--- src/rtl/gelato_types.sv ---
// Shared types for the gelato fetch path: warp scheduling state, warp index and PC types.
package gelato_types;

  // Upper bound on warps a scheduler instance may be configured with.
  localparam int unsigned WARP_NUM_MAX     = 32;
  localparam int unsigned PC_WIDTH_DEFAULT = 32;

  // READY: eligible for fetch. WAIT: fetch issued, waiting for the split table to re-enable.
  typedef enum logic {
    READY = 1'b0,
    WAIT  = 1'b1
  } warp_state_t;

  typedef logic [$clog2(WARP_NUM_MAX)-1:0] warp_num_t;
  typedef logic [PC_WIDTH_DEFAULT-1:0]     pc_t;

  // Encode a one-hot warp vector as a warp index (zero when empty).
  function automatic warp_num_t onehot_to_idx(input logic [WARP_NUM_MAX-1:0] oh);
    warp_num_t idx;
    idx = '0;
    for (int i = 0; i < WARP_NUM_MAX; i++) begin
      if (oh[i]) idx = idx | warp_num_t'(i);
    end
    return idx;
  endfunction

endpackage

--- src/rtl/gelato_rr_arbiter.sv ---
// Round-robin arbiter: searches upward from one past the last grant, wrapping at N.
// N must be a power of two so the index arithmetic wraps for free.
module gelato_rr_arbiter #(
  parameter int unsigned N  = 4,
  parameter int unsigned IW = $clog2(N)
) (
  input  logic [N-1:0]  req,
  input  logic [IW-1:0] last,
  output logic [N-1:0]  grant,
  output logic          valid
);

  logic [IW-1:0] idx;

  // First requester found at offsets last+1 .. last+N wins.
  always_comb begin
    grant = '0;
    valid = 1'b0;
    idx   = '0;
    for (int unsigned i = 1; i <= N; i++) begin
      idx = last + IW'(i);
      if (!valid && req[idx]) begin
        grant[idx] = 1'b1;
        valid      = 1'b1;
      end
    end
  end

endmodule

--- src/rtl/gelato_fetch_scheduler.sv ---
// Warp fetch scheduler: picks one READY warp with a valid PC per cycle (round-robin),
// registers the fetch request, and parks the warp in WAIT until the split table
// re-activates it. Optional performance counters are built when the macro
// GELATO_FETCH_SKD_PERF_EN is defined; otherwise both counters read constant 0.
module gelato_fetch_scheduler
  import gelato_types::*;
#(
  parameter int unsigned WARP_NUM        = 4,
  parameter int unsigned PC_WIDTH        = 32,
  parameter int unsigned SPLIT_NUM_WIDTH = 2
) (
  input  logic                                clk,
  input  logic                                rst,
  input  logic                                rdy,
  input  logic [WARP_NUM-1:0]                 pc_valid,
  input  logic [WARP_NUM*PC_WIDTH-1:0]        pc,
  input  logic [WARP_NUM*SPLIT_NUM_WIDTH-1:0] split_table_num,
  input  logic                                activate_valid,
  input  logic [$clog2(WARP_NUM)-1:0]         activate_warp_num,
  output logic                                fetch_valid,
  input  logic                                fetch_ready,
  output logic [PC_WIDTH-1:0]                 fetch_pc,
  output logic [$clog2(WARP_NUM)-1:0]         fetch_warp_num,
  output logic [SPLIT_NUM_WIDTH-1:0]          fetch_split_table_num,
  output logic [31:0]                         perf_issue_cnt,
  output logic [31:0]                         perf_idle_cnt
);

  localparam int unsigned WW = $clog2(WARP_NUM);

  warp_state_t                warp_state_q [WARP_NUM];
  logic [WW-1:0]              last_grant_q;
  logic                       fetch_valid_q;
  logic [PC_WIDTH-1:0]        fetch_pc_q;
  logic [WW-1:0]              fetch_warp_num_q;
  logic [SPLIT_NUM_WIDTH-1:0] fetch_split_q;

  logic [WARP_NUM-1:0]        eligible;
  logic [WARP_NUM-1:0]        grant;
  logic                       grant_valid;
  logic [WARP_NUM_MAX-1:0]    grant_ext;
  logic [WW-1:0]              grant_idx;
  logic [PC_WIDTH-1:0]        sel_pc;
  logic [SPLIT_NUM_WIDTH-1:0] sel_split;
  logic                       load;

  // Output slot is free or being drained this cycle.
  assign load = rdy && (!fetch_valid_q || fetch_ready);

  // Eligibility uses registered state, so an activate only counts from the next cycle.
  always_comb begin
    for (int w = 0; w < WARP_NUM; w++) begin
      eligible[w] = pc_valid[w] && (warp_state_q[w] == READY);
    end
  end

  gelato_rr_arbiter #(
    .N  (WARP_NUM),
    .IW (WW)
  ) u_rr_arbiter (
    .req   (eligible),
    .last  (last_grant_q),
    .grant (grant),
    .valid (grant_valid)
  );

  // Turn the one-hot grant into an index and select that warp's payload.
  always_comb begin
    grant_ext               = '0;
    grant_ext[WARP_NUM-1:0] = grant;
    grant_idx               = WW'(onehot_to_idx(grant_ext));
    sel_pc                  = pc[int'(grant_idx)*PC_WIDTH +: PC_WIDTH];
    sel_split               = split_table_num[int'(grant_idx)*SPLIT_NUM_WIDTH +: SPLIT_NUM_WIDTH];
  end

  // Warp states, round-robin pointer and the registered fetch request.
  always_ff @(posedge clk or posedge rst) begin
    if (rst) begin
      for (int w = 0; w < WARP_NUM; w++) begin
        warp_state_q[w] <= READY;
      end
      last_grant_q     <= WW'(WARP_NUM - 1);
      fetch_valid_q    <= 1'b0;
      fetch_pc_q       <= '0;
      fetch_warp_num_q <= '0;
      fetch_split_q    <= '0;
    end else if (rdy) begin
      // Activates for READY warps are dropped; a granted warp is always READY,
      // so the two writes below never target the same entry.
      if (activate_valid && (warp_state_q[activate_warp_num] == WAIT)) begin
        warp_state_q[activate_warp_num] <= READY;
      end
      if (load) begin
        fetch_valid_q <= grant_valid;
        if (grant_valid) begin
          warp_state_q[grant_idx] <= WAIT;
          last_grant_q            <= grant_idx;
          fetch_pc_q              <= sel_pc;
          fetch_warp_num_q        <= grant_idx;
          fetch_split_q           <= sel_split;
        end
      end
    end
  end

  assign fetch_valid           = fetch_valid_q;
  assign fetch_pc              = fetch_pc_q;
  assign fetch_warp_num        = fetch_warp_num_q;
  assign fetch_split_table_num = fetch_split_q;

`ifdef GELATO_FETCH_SKD_PERF_EN
  logic [31:0] perf_issue_cnt_q;
  logic [31:0] perf_idle_cnt_q;

  // Handshake and idle-slot counters, frozen with the rest of the state when rdy is low.
  always_ff @(posedge clk or posedge rst) begin
    if (rst) begin
      perf_issue_cnt_q <= '0;
      perf_idle_cnt_q  <= '0;
    end else if (rdy) begin
      if (fetch_valid_q && fetch_ready) perf_issue_cnt_q <= perf_issue_cnt_q + 32'd1;
      if (!fetch_valid_q)               perf_idle_cnt_q  <= perf_idle_cnt_q + 32'd1;
    end
  end

  assign perf_issue_cnt = perf_issue_cnt_q;
  assign perf_idle_cnt  = perf_idle_cnt_q;
`else
  assign perf_issue_cnt = '0;
  assign perf_idle_cnt  = '0;
`endif

endmodule
--- config.mk ---
export PLATFORM = sky130hd
export DESIGN_NAME = gelato_fetch_scheduler
export DESIGN_NICKNAME = d
export VERILOG_FILES = /design/src/rtl/gelato_types.sv /design/src/rtl/gelato_rr_arbiter.sv /design/src/rtl/gelato_fetch_scheduler.sv
export SDC_FILE = /design/constraint.sdc
export NUM_CORES = 1
export LEC_CHECK = 0
export BUFFER_PORTS_ARGS = -buffer_cell sky130_fd_sc_hd__buf_2
export CAP_MARGIN = 30
export CORE_AREA = 2 2 96 98
export CTS_BUF_LIST = sky130_fd_sc_hd__clkbuf_16
export CTS_CLUSTER_SIZE = 14
export DETAILED_ROUTE_END_ITERATION = 10
export DIE_AREA = 0 0 98 100
export GPL_TIMING_DRIVEN = 0
export PLACE_DENSITY = 0.85
export SYNTH_ARGS = -nofsm -noshare
export SYNTH_HDL_FRONTEND = slang
export SYNTH_SLANG_ARGS = --single-unit
--- constraint.sdc ---
create_clock -name clk -period 5.9 [get_ports clk]
set_input_delay 0.295 -clock clk [delete_from_list [all_inputs] [get_ports clk]]
set_output_delay 0.295 -clock clk [all_outputs]
set_load 0.02 [all_outputs]
==> impl_metrics.ini <==
[cells_and_area]
mostFrequentLayoutCells = buf_2 (189), buf_4 (70), mux2i_1 (68)
final_nets = 743
area_delta_synth_final_pct = 43.09
antenna_cells = 0
nFillCells = 775
drive_gt1_share_pct = 50.34
finalNonFillerCells = 701
final_common_cell = buf_2

[clock_tree]
cts_made_buffers = 5
cts_tree = done
clk_pin_slew_ns = 0.07
clockRootBuffer = clkbuf_16
cts_resized = 0
post_cts_buffers = 0
h-tree-depth = 2
clkLatencyLatePin_ns = 0.28
hold_buffers = 0
cts_buffer_depth = 2
clkSinkCount = 43

[placement]
dp_cells = 693
dpl_worst_slack_ns = 2.676
io_buffers = 183
dp_hpwl_um = 8766
place.gp.congestion = 0.8750

[worst_setup_path]
required_ns = 6.04
worstReg2RegEnd = fetch_pc[1]
r2r_start = last_grant_q[0]
critPathMaxStageDelay_ns = 0.61
path_class = register to register
ff2ff_setup_slack_ns = 2.66
critPathLaunch = last_grant_q[0]
path_cells = inv_2, ha_1, mux4_2, a21o_1, o22ai_2, o221ai_1, buf_2, buf_4, mux2i_1, o221ai_1
cpMaxStageDelayCell = dfstp_2
worst_r2r_path_depth = 10
crit_path_start_kind = register
end_kind = register
critPathArrivalTime_ns = 3.38
worst-path-max-fanout = 10
crit_top_cell = o221ai_1

[detailed_routing]
routedWlPerCell_um = 14.98
viasPerCell = 4.807
detail-route-antenna-nets = 0
first_pass_iters = 4
drtIter0Drc = 74
wl_um = 10500
drc = 0
vias = 3370

[run]
cap_violations = 0

[timing]
hold_viol_final = 0
setup_violations = 0
fmax_mhz = 308.4
fin_setup_tns_ns = 0
fin_worst_skew_ns = 0.006853
rsz0062_at_grt = false
slew_headroom_pct = 62.44
worst_pin_slew_ns = 0.5633
setup_ws_ns = 2.657
maxSlewViolCount = 0
finalCritPeriodShare_pct = 54.96
min_period_ns = 3.243

[yosys]
synthCells = 335
synth_area_sq_um = 3423
synthArstFlopShare_pct = 100.0
synth.avg_cell_area_sq_um = 10.22
synth_warnings = 0
synth_top_area_cell = dfrtp_1
ys_seq_area_share_pct = 31.51
synth_top_flop_cell = dfrtp_1
synth_seq_cells = 43
synth_top_area_share_pct = 29.97
synth_edf_count = 0
ys_types = 38
netlist_top_cells_area = dfrtp_1 (30%), mux2i_1 (20%), buf_4 (15%), o221ai_1 (5.6%), a221oi_2 (3.9%)

[power_and_ir_drop]
power.leakage_uw = 0.002759
vdd_drop_max_mv = 0.4674
power.density_nw_per_um2 = 622.0
power.total_uw = 3047

[min_path]
min_path_type = primary input to asynchronous set/reset pin

[floorplanning]
rows = 35
start_util_pct = 38.51
fp.dieH_um = 100
ios = 248
fp.dieW_um = 98
dieArea_sq_um = 9800
core_area_sq_um = 8890

[global_routing]
grt_max_degree = 25
grt_pass1_wl_um = 16120
antenna_found_initial = 0
grt_pass1_vias = 3334
globalRouteOverflowTotal = 0
grtUsageTotal_pct = 20.40

[status]
status = completed
layer usage:
metal  vias to the layer above  GRT usage (%)  share of wire [%]
li1                       1605              -                  -
met1                      1538          22.11                 37
met2                       209          38.67                 53
met3                        18          4.944                8.5
met4                         0          7.158                1.7
met5                         -              0                  0
synthesized netlist by cell type (2+ instances only):
cell type   n
a21o_1      2
a21oi_1     2
a221oi_1    5
a221oi_2    9
a22o_1      2
buf_2       6
buf_4      70
buf_6       2
clkbuf_1    4
dfrtp_1    41
dfstp_2     2
ha_1        7
inv_1       4
inv_2       2
mux2i_1    68
mux4_2      4
nand2_1    26
nand2b_1    4
nand4_1     2
nor2_1     23
nor2b_1     4
nor3_1      4
o21ai_0     2
o21ai_2     2
o221ai_1   22
o22ai_2     2
o31a_1      2
o31ai_1     2
registers in the layout (all words and copies together), names as in the netlist:
register / cells
fetch_pc: 32
fetch_split_table_num: 2
warp_state_q: 4
fetch_valid: 1
fetch_warp_num: 2
last_grant_q: 2
cells by family (layout without fill, tap and decap cells):
logic type / Yosys count / count (layout) / synth area share [%]
adders and majority gates: 7 / 7 / 2.558
DFF: 43 / 43 / 31.51
and+or+nand+nor: 66 / 66 / 8.662
other: 1 / 64 / 0.1095
AOI/OAI and AO/OA: 57 / 57 / 16.23
muxes: 73 / 73 / 22.95
buffers and inverters: 88 / 280 / 17.98
worst max-delay path, delay by kind of cell, from the launching register on:
family / cells / cell delay (ns)
compound gates: 4 / 0.65
fa+ha+maj: 1 / 0.38
buf+inv: 3 / 0.50
flops: 1 / 0.61
mux: 2 / 0.95
where the power goes:
| group | switching (uW) | total [uW] | internal (uW) |
|---|---|---|---|
| registers | 90.7 | 541 | 450 |
| logic | 1230 | 2190 | 958 |
| clock network | 118 | 316 | 198 |
worst max path at each step:
| stage | slack [ns] | to |
|---|---|---|
| 6_report | 2.66 | fetch_pc[1] |
| 5_1_grt | 2.58 | fetch_pc[1] |
| 4_1_cts | 2.65 | fetch_pc[1] |
| 3_5_place_dp | 2.68 | fetch_pc[1] |
| 3_3_place_gp | 2.73 | fetch_pc[1] |
| 2_1_floorplan | 3.15 | fetch_pc[10] |
metrics by stage:
step | instance area (sq um) | utilization [%] | hold slack [ns]
floorplan | 3660 | - | 0.4349
global placement | 4715 | 53.03 | 0.4690
detailed placement | 4735 | 53.26 | 0.3294
CTS | 4898 | 55.10 | 0.02634
global route | 4898 | 55.10 | 0.04739
finish | 4898 | 55.10 | 0.01673
area by class of cell:
| cell class | count | area (sq um) | share of cell area (%) |
|---|---|---|---|
| plain buffers | 82 | 593.1 | 12.11 |
| clock buffers | 5 | 125.1 | 2.554 |
| clock inverters | 3 | 38.79 | 0.7918 |
| inverters | 6 | 22.52 | 0.4598 |
| multi-input cells | 267 | 1966 | 40.13 |
| flip-flops and latches | 43 | 1079 | 22.02 |
| well taps | 111 | 138.9 | 2.835 |
| repair buffers | 184 | 935.9 | 19.11 |
Note: power is estimated with default switching activity, not from simulation.
